File: src/rtl/sync_fifo_pkg.sv
// Shared helpers for the flexible-depth synchronous FIFO.
package sync_fifo_pkg;

  // Occupancy counter width: must represent 0..depth inclusive.
  function automatic int unsigned cnt_width(input int unsigned depth);
    return $clog2(depth + 1);
  endfunction

  // Wrapping increment for pointers that run 0..depth-1 with no extra bit.
  function automatic int unsigned next_idx(input int unsigned idx, input int unsigned depth);
    return (idx >= depth - 1) ? 0 : idx + 1;
  endfunction

endpackage

File: src/rtl/sync_fifo_mem.sv
// Storage array for sync_fifo_flex: one synchronous write port, one asynchronous read port, no reset.
module sync_fifo_mem #(
  parameter int unsigned DATA_WIDTH = 8,
  parameter int unsigned DEPTH      = 16
) (
  input  logic                         clk,
  input  logic                         we,
  input  logic [$clog2(DEPTH)-1:0]     waddr,
  input  logic [DATA_WIDTH-1:0]        wdata,
  input  logic [$clog2(DEPTH)-1:0]     raddr,
  output logic [DATA_WIDTH-1:0]        rdata
);

  logic [DATA_WIDTH-1:0] mem_q [DEPTH];

  always_ff @(posedge clk) begin
    if (we) mem_q[waddr] <= wdata;
  end

  assign rdata = mem_q[raddr];

endmodule

File: src/rtl/sync_fifo_flex.sv
// Single-clock FIFO of any depth >= 2 with count, threshold flags, flush and sticky error flags.
// Define SYNC_FIFO_FWFT_EN for first-word-fall-through reads; default is a registered dout.
module sync_fifo_flex
  import sync_fifo_pkg::*;
#(
  parameter int unsigned DATA_WIDTH = 8,
  parameter int unsigned DEPTH      = 16,
  parameter int unsigned AF_THRESH  = DEPTH - 2,
  parameter int unsigned AE_THRESH  = 2,
  parameter int unsigned CNT_WIDTH  = cnt_width(DEPTH)
) (
  input  logic                  clk,
  input  logic                  rstn,
  input  logic                  clr,
  input  logic                  wr_en,
  input  logic [DATA_WIDTH-1:0] din,
  input  logic                  rd_en,
  output logic [DATA_WIDTH-1:0] dout,
  output logic                  full,
  output logic                  empty,
  output logic                  almost_full,
  output logic                  almost_empty,
  output logic [CNT_WIDTH-1:0]  count,
  output logic                  overflow,
  output logic                  underflow
);

  localparam int unsigned PTR_W = $clog2(DEPTH);

  logic [PTR_W-1:0]      wr_ptr;
  logic [PTR_W-1:0]      rd_ptr;
  logic [DATA_WIDTH-1:0] rd_data;
  logic                  rd_acc_c;
  logic                  wr_acc_c;
  logic                  mem_we_c;

  // Status is decoded from the count register only.
  assign empty        = (count == '0);
  assign full         = (count == CNT_WIDTH'(DEPTH));
  assign almost_full  = (count >= CNT_WIDTH'(AF_THRESH));
  assign almost_empty = (count <= CNT_WIDTH'(AE_THRESH));

  // A write into a full FIFO still lands when a read frees the head slot on the same edge.
  assign rd_acc_c = rd_en & ~empty;
  assign wr_acc_c = wr_en & (~full | rd_acc_c);
  assign mem_we_c = wr_acc_c & ~clr;

  sync_fifo_mem #(
    .DATA_WIDTH (DATA_WIDTH),
    .DEPTH      (DEPTH)
  ) u_mem (
    .clk   (clk),
    .we    (mem_we_c),
    .waddr (wr_ptr),
    .wdata (din),
    .raddr (rd_ptr),
    .rdata (rd_data)
  );

  always_ff @(posedge clk or negedge rstn) begin
    if (!rstn) begin
      wr_ptr    <= '0;
      rd_ptr    <= '0;
      count     <= '0;
      overflow  <= 1'b0;
      underflow <= 1'b0;
    end else if (clr) begin
      wr_ptr    <= '0;
      rd_ptr    <= '0;
      count     <= '0;
      overflow  <= 1'b0;
      underflow <= 1'b0;
    end else begin
      if (wr_acc_c) wr_ptr <= PTR_W'(next_idx(32'(wr_ptr), DEPTH));
      if (rd_acc_c) rd_ptr <= PTR_W'(next_idx(32'(rd_ptr), DEPTH));
      if (wr_acc_c && !rd_acc_c)      count <= count + CNT_WIDTH'(1);
      else if (!wr_acc_c && rd_acc_c) count <= count - CNT_WIDTH'(1);
      if (wr_en && !wr_acc_c) overflow  <= 1'b1;
      if (rd_en && !rd_acc_c) underflow <= 1'b1;
    end
  end

`ifdef SYNC_FIFO_FWFT_EN
  // Head word is presented directly; rd_en only acknowledges it.
  assign dout = empty ? '0 : rd_data;
`else
  always_ff @(posedge clk or negedge rstn) begin
    if (!rstn)         dout <= '0;
    else if (clr)      dout <= '0;
    else if (rd_acc_c) dout <= rd_data;
  end
`endif

endmodule

File: config.mk
export PLATFORM = sky130hd
export DESIGN_NAME = sync_fifo_flex
export DESIGN_NICKNAME = d
export VERILOG_FILES = /design/src/rtl/sync_fifo_pkg.sv /design/src/rtl/sync_fifo_mem.sv /design/src/rtl/sync_fifo_flex.sv
export SDC_FILE = /design/constraint.sdc
export NUM_CORES = 1
export LEC_CHECK = 0
export ABC_CLOCK_PERIOD_IN_PS = 6600
export CORE_MARGIN = 5
export CORE_UTILIZATION = 42
export CTS_BUF_LIST = sky130_fd_sc_hd__clkbuf_16
export DETAILED_ROUTE_END_ITERATION = 6
export HOLD_SLACK_MARGIN = 0.08
export PLACE_DENSITY_LB_ADDON = 0.05
export SYNTH_ARGS = -nofsm -noshare
export SYNTH_HDL_FRONTEND = slang
export SYNTH_SLANG_ARGS = --single-unit
File: constraint.sdc
create_clock -name clk -period 6.6 [get_ports clk]
set_clock_uncertainty 0.1 [all_clocks]
set_input_delay 0.99 -clock clk [delete_from_list [all_inputs] [get_ports clk]]
set_output_delay 0.99 -clock clk [all_outputs]
set_load 0.05 [all_outputs]
; After elaboration in Yosys (flattened, before gate mapping)
; Memories as Yosys holds them, arrays and structs flattened.
; Index checks and enable logic that the tools add are counted.
[word_totals]
latch_bits = 0
ramBits = 128
inputBits = 13
output_inout_bits = 19
romBits = 0
memories = 1
elab_cells = 52
ff_bits = 23
[memory_table]
columns = name, words, width, rd, rd_clocked_by_memory_dff, wr, line
row1 = u_mem.mem_q, 16, 8, 1, 0, 1, sync_fifo_mem.sv:14  ; logic [DATA_WIDTH-1:0] mem_q [DEPTH];
[op_classes]
n_mul = 0
magnitude_cmp = 4
n_div = 0
addsub = 4
n_eq_ne = 1
mux = 17
reduce_logical = 12
bitwise = 7
n_shift = 0
[op_table]
columns = cell, count
row1 = 4-bit two-way mux, 6
row2 = 8-bit two-way mux, 2
row3 = 5-bit two-way mux, 3
row4 = 4-bit by 1-bit adder with 4-bit output (second input constant), 2
row5 = 4-bit greater-or-equal comparator (second input constant), 2
row6 = 2-bit nonzero test, 4
row7 = 1-bit two-way mux, 6
row8 = 5-bit by 1-bit adder with 5-bit output (second input constant), 1
row9 = 5-bit equality test (second input constant), 1
row10 = 5-bit by 4-bit greater-or-equal comparator with 1-bit output (second input constant), 1
row11 = 5-bit by 2-bit <= comparator with 1-bit output (second input constant), 1
row12 = 5-bit logical NOT, 1
row13 = 5-bit by 1-bit subtractor with 5-bit output (second input constant), 1
row14 = 1-bit logical AND, 4
row15 = 1-bit AND, 3
row16 = 1-bit inverter, 3
row17 = 3-bit nonzero test, 1
row18 = 1-bit logical NOT, 2
row19 = 1-bit bitwise OR, 1

; Depth between registers and ports, before layout
[depth]
ltp_word = 10
ltp_mapped = 8
depth_no_buf = 7

; Modules after synthesis
; Synthesis repeated with hierarchy kept, for this count alone.
[hier_totals]
cells_unflattened = 355
area_unflattened_um2 = 6263.5
[modules_own_cells]
columns = mod, n_inst, seq_area_each_um2, area_per_inst_um2, cells_per_inst
row1 = sync_fifo_mem, 1, 3843.7, 4987.3, 221
row2 = sync_fifo_flex, 1, 575.6, 1276.2, 134

; Least setup slack after synthesis
; OpenSTA, ideal clock, no wires.
[synth_timing]
path_type = register to output
from = register count[1]
to = output full
arrival_ns = 2.053
required_time_ns = 5.510
path_buffers = 0
setup_slack_ns = 3.457
stages_incl_launch_ff = 3
path_cell_list = dfrtp_1 -> or4_4 -> nor2_1
[synth_between]
elab_chain_cells = 1
[synth_rtl]
columns = item, line
row1 = "start, declared", sync_fifo_flex.sv:23  ; output logic [CNT_WIDTH-1:0] count,
row2 = "start signal, assigned", sync_fifo_flex.sv:76  ; if (wr_acc_c && !rd_acc_c) count <= count + CNT_WIDTH'(1);
row3 = "start signal, assigned", sync_fifo_flex.sv:77  ; else if (!wr_acc_c && rd_acc_c) count <= count - CNT_WIDTH'(1);
row4 = 5-bit equality test, sync_fifo_flex.sv:39  ; assign full = (count == CNT_WIDTH'(DEPTH));
row5 = "end, declared", sync_fifo_flex.sv:19  ; output logic full,
; Every way passes these cells.

; Worst setup path after layout
[layout_timing]
from = input clr
to = memory u_mem.mem_q[3][6], enable pin
[layout_between]
elab_chain_cells = 4
[layout_rtl]
columns = item, line
row1 = "start, declared", sync_fifo_flex.sv:14  ; input logic clr,
row2 = 1-bit inverter, sync_fifo_flex.sv:46  ; assign mem_we_c = wr_acc_c & ~clr;
row3 = 1-bit AND, sync_fifo_flex.sv:46
row4 = 1-bit two-way mux, sync_fifo_mem.sv:17  ; if (we) mem_q[waddr] <= wdata;
row5 = 1-bit two-way mux (not written as such), sync_fifo_mem.sv:17
row6 = "end, declared", sync_fifo_mem.sv:14
; Every way passes these cells.

==> summary.txt <==
Synthesis
  – Cell area after synthesis: ~6300 µm²
  – Synth async-reset ratio: 15.2%
  – Synth top area share: 61.2%
  – Sequential share of the synthesized area: between 70% and 80%
  – Synthesized flop and latch total: around 150
  – Netlist cell types: between 40 and 50
  – Number of flops mapped to enable cells by yosys: between 100 and 150
  – Yosys warning total: 0
  – Area leader, netlist: edfxtp_1
  – Main area contributors after synthesis: edfxtp_1, mux4_2, dfrtp_1, mux2i_1, ha_1
  – Top_reg_cell synth: edfxtp_1
  – Mean area per synthesized cell: ~18 µm²
  – Syn Inst Count: about 350
  – Syn nets: ~370

STA
  – Hold Fails Final Rpt: 0
  – Max Freq: ~260 MHz
  – RSZ-0062 raised after global routing: no
  – Max transition margin: 16.5%
  – Worst slew pin tran: ~1.2 ns
  – Final Setup Violations: 0
  – Pins Over Slew Limit: 0
  – Final Cycle Share: 58.5%
  – Final min period: 3.86 ns
  – Setup_tns: 0 ns

Clocking
  – Clock sink count: 151
  – TritonCTS clock tree: done
  – Postcts setup bufs: 0
  – Total CTS buffers: 17
  – Clk_lat worst skew: approximately 0.42 ns
  – Clk buf depth: 2
  – Hold-fix buffers at CTS: 0
  – Root buffer cell: clkbuf_16
  – H-tree depth: 4
  – Resized cells post-CTS: 0
  – Clock transition at path regs: 0.06 ns

Power
  – Leakage power: ~2.4 nW
  – Maximum vdd drop: slightly above 400 µV
  – Overall Power: around 2.7 mW
  – Power per cell area: 367 nW/µm²

Layout
  – Synth-to-layout area growth: 17.0%
  – Commonest non-fill, non-tap cell in the layout: edfxtp_1
  – Layout cells sized above 1: a little under a fifth
  – Fin nets: between 400 and 500
  – ANT cells: 0
  – Commonest cells after routing, fill and taps aside: edfxtp_1, mux4_2, clkdlybuf4s50_1

Global route
  – Largest net degree at the start of global routing: 37
  – Total global routing overflow: 0
  – GRT Total Usage: about 16%
  – Initial antenna violation count: 0
  – First-pass GRT wire length: between 20 and 25 mm
  – Number of global-route vias before repair: around 3400

Hold path
  – Hold Startpoint: underflow
  – Worst Hold Class: flop to flop
  – Hold Path End: underflow
  – WHS Path Cells: 2

Route
  – WL met3: approximately 520 µm
  – Met2 wire len: 6.46 mm
  – Routed vias: between 3000 and 4000
  – Post-route ant nets: 0
  – 1st-iter DRT viols: 277
  – Routed wire length: approximately 13 mm
  – DRC viols: 0
  – Routed len/inst: roughly 23 µm
  – Post-Route M1 WL: slightly above 6 mm
  – DRT Pass-1 Iters: 4
  – Highest routed layer: met4
  – Avg Vias per Cell: 5.52

Placed design
  – Detailed placement HPWL: roughly 9 mm
  – Port Buffer Count: 31
  – Gpl congestion: approximately 0.78

Die
  – Core area: between 10000 and 15000 µm²
  – Initial Util: 43.0%
  – Chip height: ~130 µm
  – Die ar.: around 17000 µm²
  – Io pins: 32
  – # rows: 44
  – Die X: around 130 µm

Flow run
  – Max-cap viol count: 0

Critical path
  – Worst r2r dst: count[4]
  – Reg2reg setup slack: between 3 and 4 ns
  – Critical path startpoint category: input port
  – Largest fanout on the critical path: 22
  – WP data required: between 6 and 7 ns
  – Crit. End Element: flop
  – R2R cell count: 7
  – Worst r2r src: count[1]
  – Signal arrival time at the worst endpoint: between 3 and 4 ns
  – CP Class: input port to flop

Outcome
  – Status: complete, no violations
==> per-stage QoR <==
| stage | cells | hold slack [ns] | utilization (%) | worst slack [ns] | area [µm²] |
|---|---|---|---|---|---|
| after global routing | 582 | 0.464 | 50.4 | 2.51 | 7350 |
| after floorplan | 348 | 0.452 | - | 3.46 | 6280 |
| after CTS | 582 | 0.406 | 50.4 | 2.75 | 7350 |
| final | 582 | 0.398 | 50.4 | 2.74 | 7350 |
| after global placement | 550 | 0.389 | 46.5 | 2.43 | 6780 |
| after detailed placement | 550 | 0.396 | 46.5 | 2.30 | 6780 |
==> power by group <==
part           internal, mW  switching, mW  total, mW
Combinational         0.256          0.393      0.649
Sequential             1.08         0.0551       1.13
Clock                 0.549          0.368      0.917
==> synth_stat cells (all sizes together) (6+ instances only) <==
cell,count
a21oi,10
buf,9
clkbuf,9
dfrtp,23
edfxtp,128
ha,9
inv,7
mux2i,19
mux4,32
nand2,9
nand3,13
nor2,24
nor3,6
o221ai,8
==> worst max-delay path by stage <==
stage                  start  cells past startpoint                end
floorplan           count[1]                      2               full
global placement         clr                      5  u_mem.mem_q[3][4]
detailed placement       clr                      5  u_mem.mem_q[3][1]
CTS                 count[1]                      3               full
global route             clr                      5  u_mem.mem_q[3][6]
finish                   clr                      5  u_mem.mem_q[3][6]
==> critical path: stages <==
cell and delay [ns]:
clkdlybuf4s50_1 0.83, inv_1 0.52, nand2_1 0.10, a211o_1 0.37, nor3_1 0.97
==> cell families after synthesis <==
| group | count (synthesis) | share of synthesized area, % |
|---|---|---|
| buf+inv | 25 | 1.65 |
| xor+xnor | 5 | 0.697 |
| flops | 151 | 70.4 |
| compound gates | 39 | 5.24 |
| mux | 53 | 14.9 |
| simple gates | 65 | 5.06 |
| fa+ha+maj | 10 | 2.11 |
==> cell type report <==
cell class | instances | area, µm²
clock buffer | 17 | 425
clock inverter | 15 | 140
fill | 1187 | 7240
inverter | 7 | 26.3
multi-input combinational | 172 | 1760
sequential | 151 | 4420
tap | 184 | 230
timing repair buffer | 36 | 348
==> routing by layer <==
layer,vias to the layer above,GRT usage (%)
met5,-,0
met4,0,4.07
met3,13,4.20
met2,49,25.2
met1,1673,22.6
li1,1476,-
==> registers in the layout, indices dropped and copies added, names as in the netlist <==
register     flops
count            5
u_mem.mem_q    128
underflow        1
wr_ptr           4
overflow         1
rd_ptr           4
dout             8
Power figures use the tool's default switching activity.
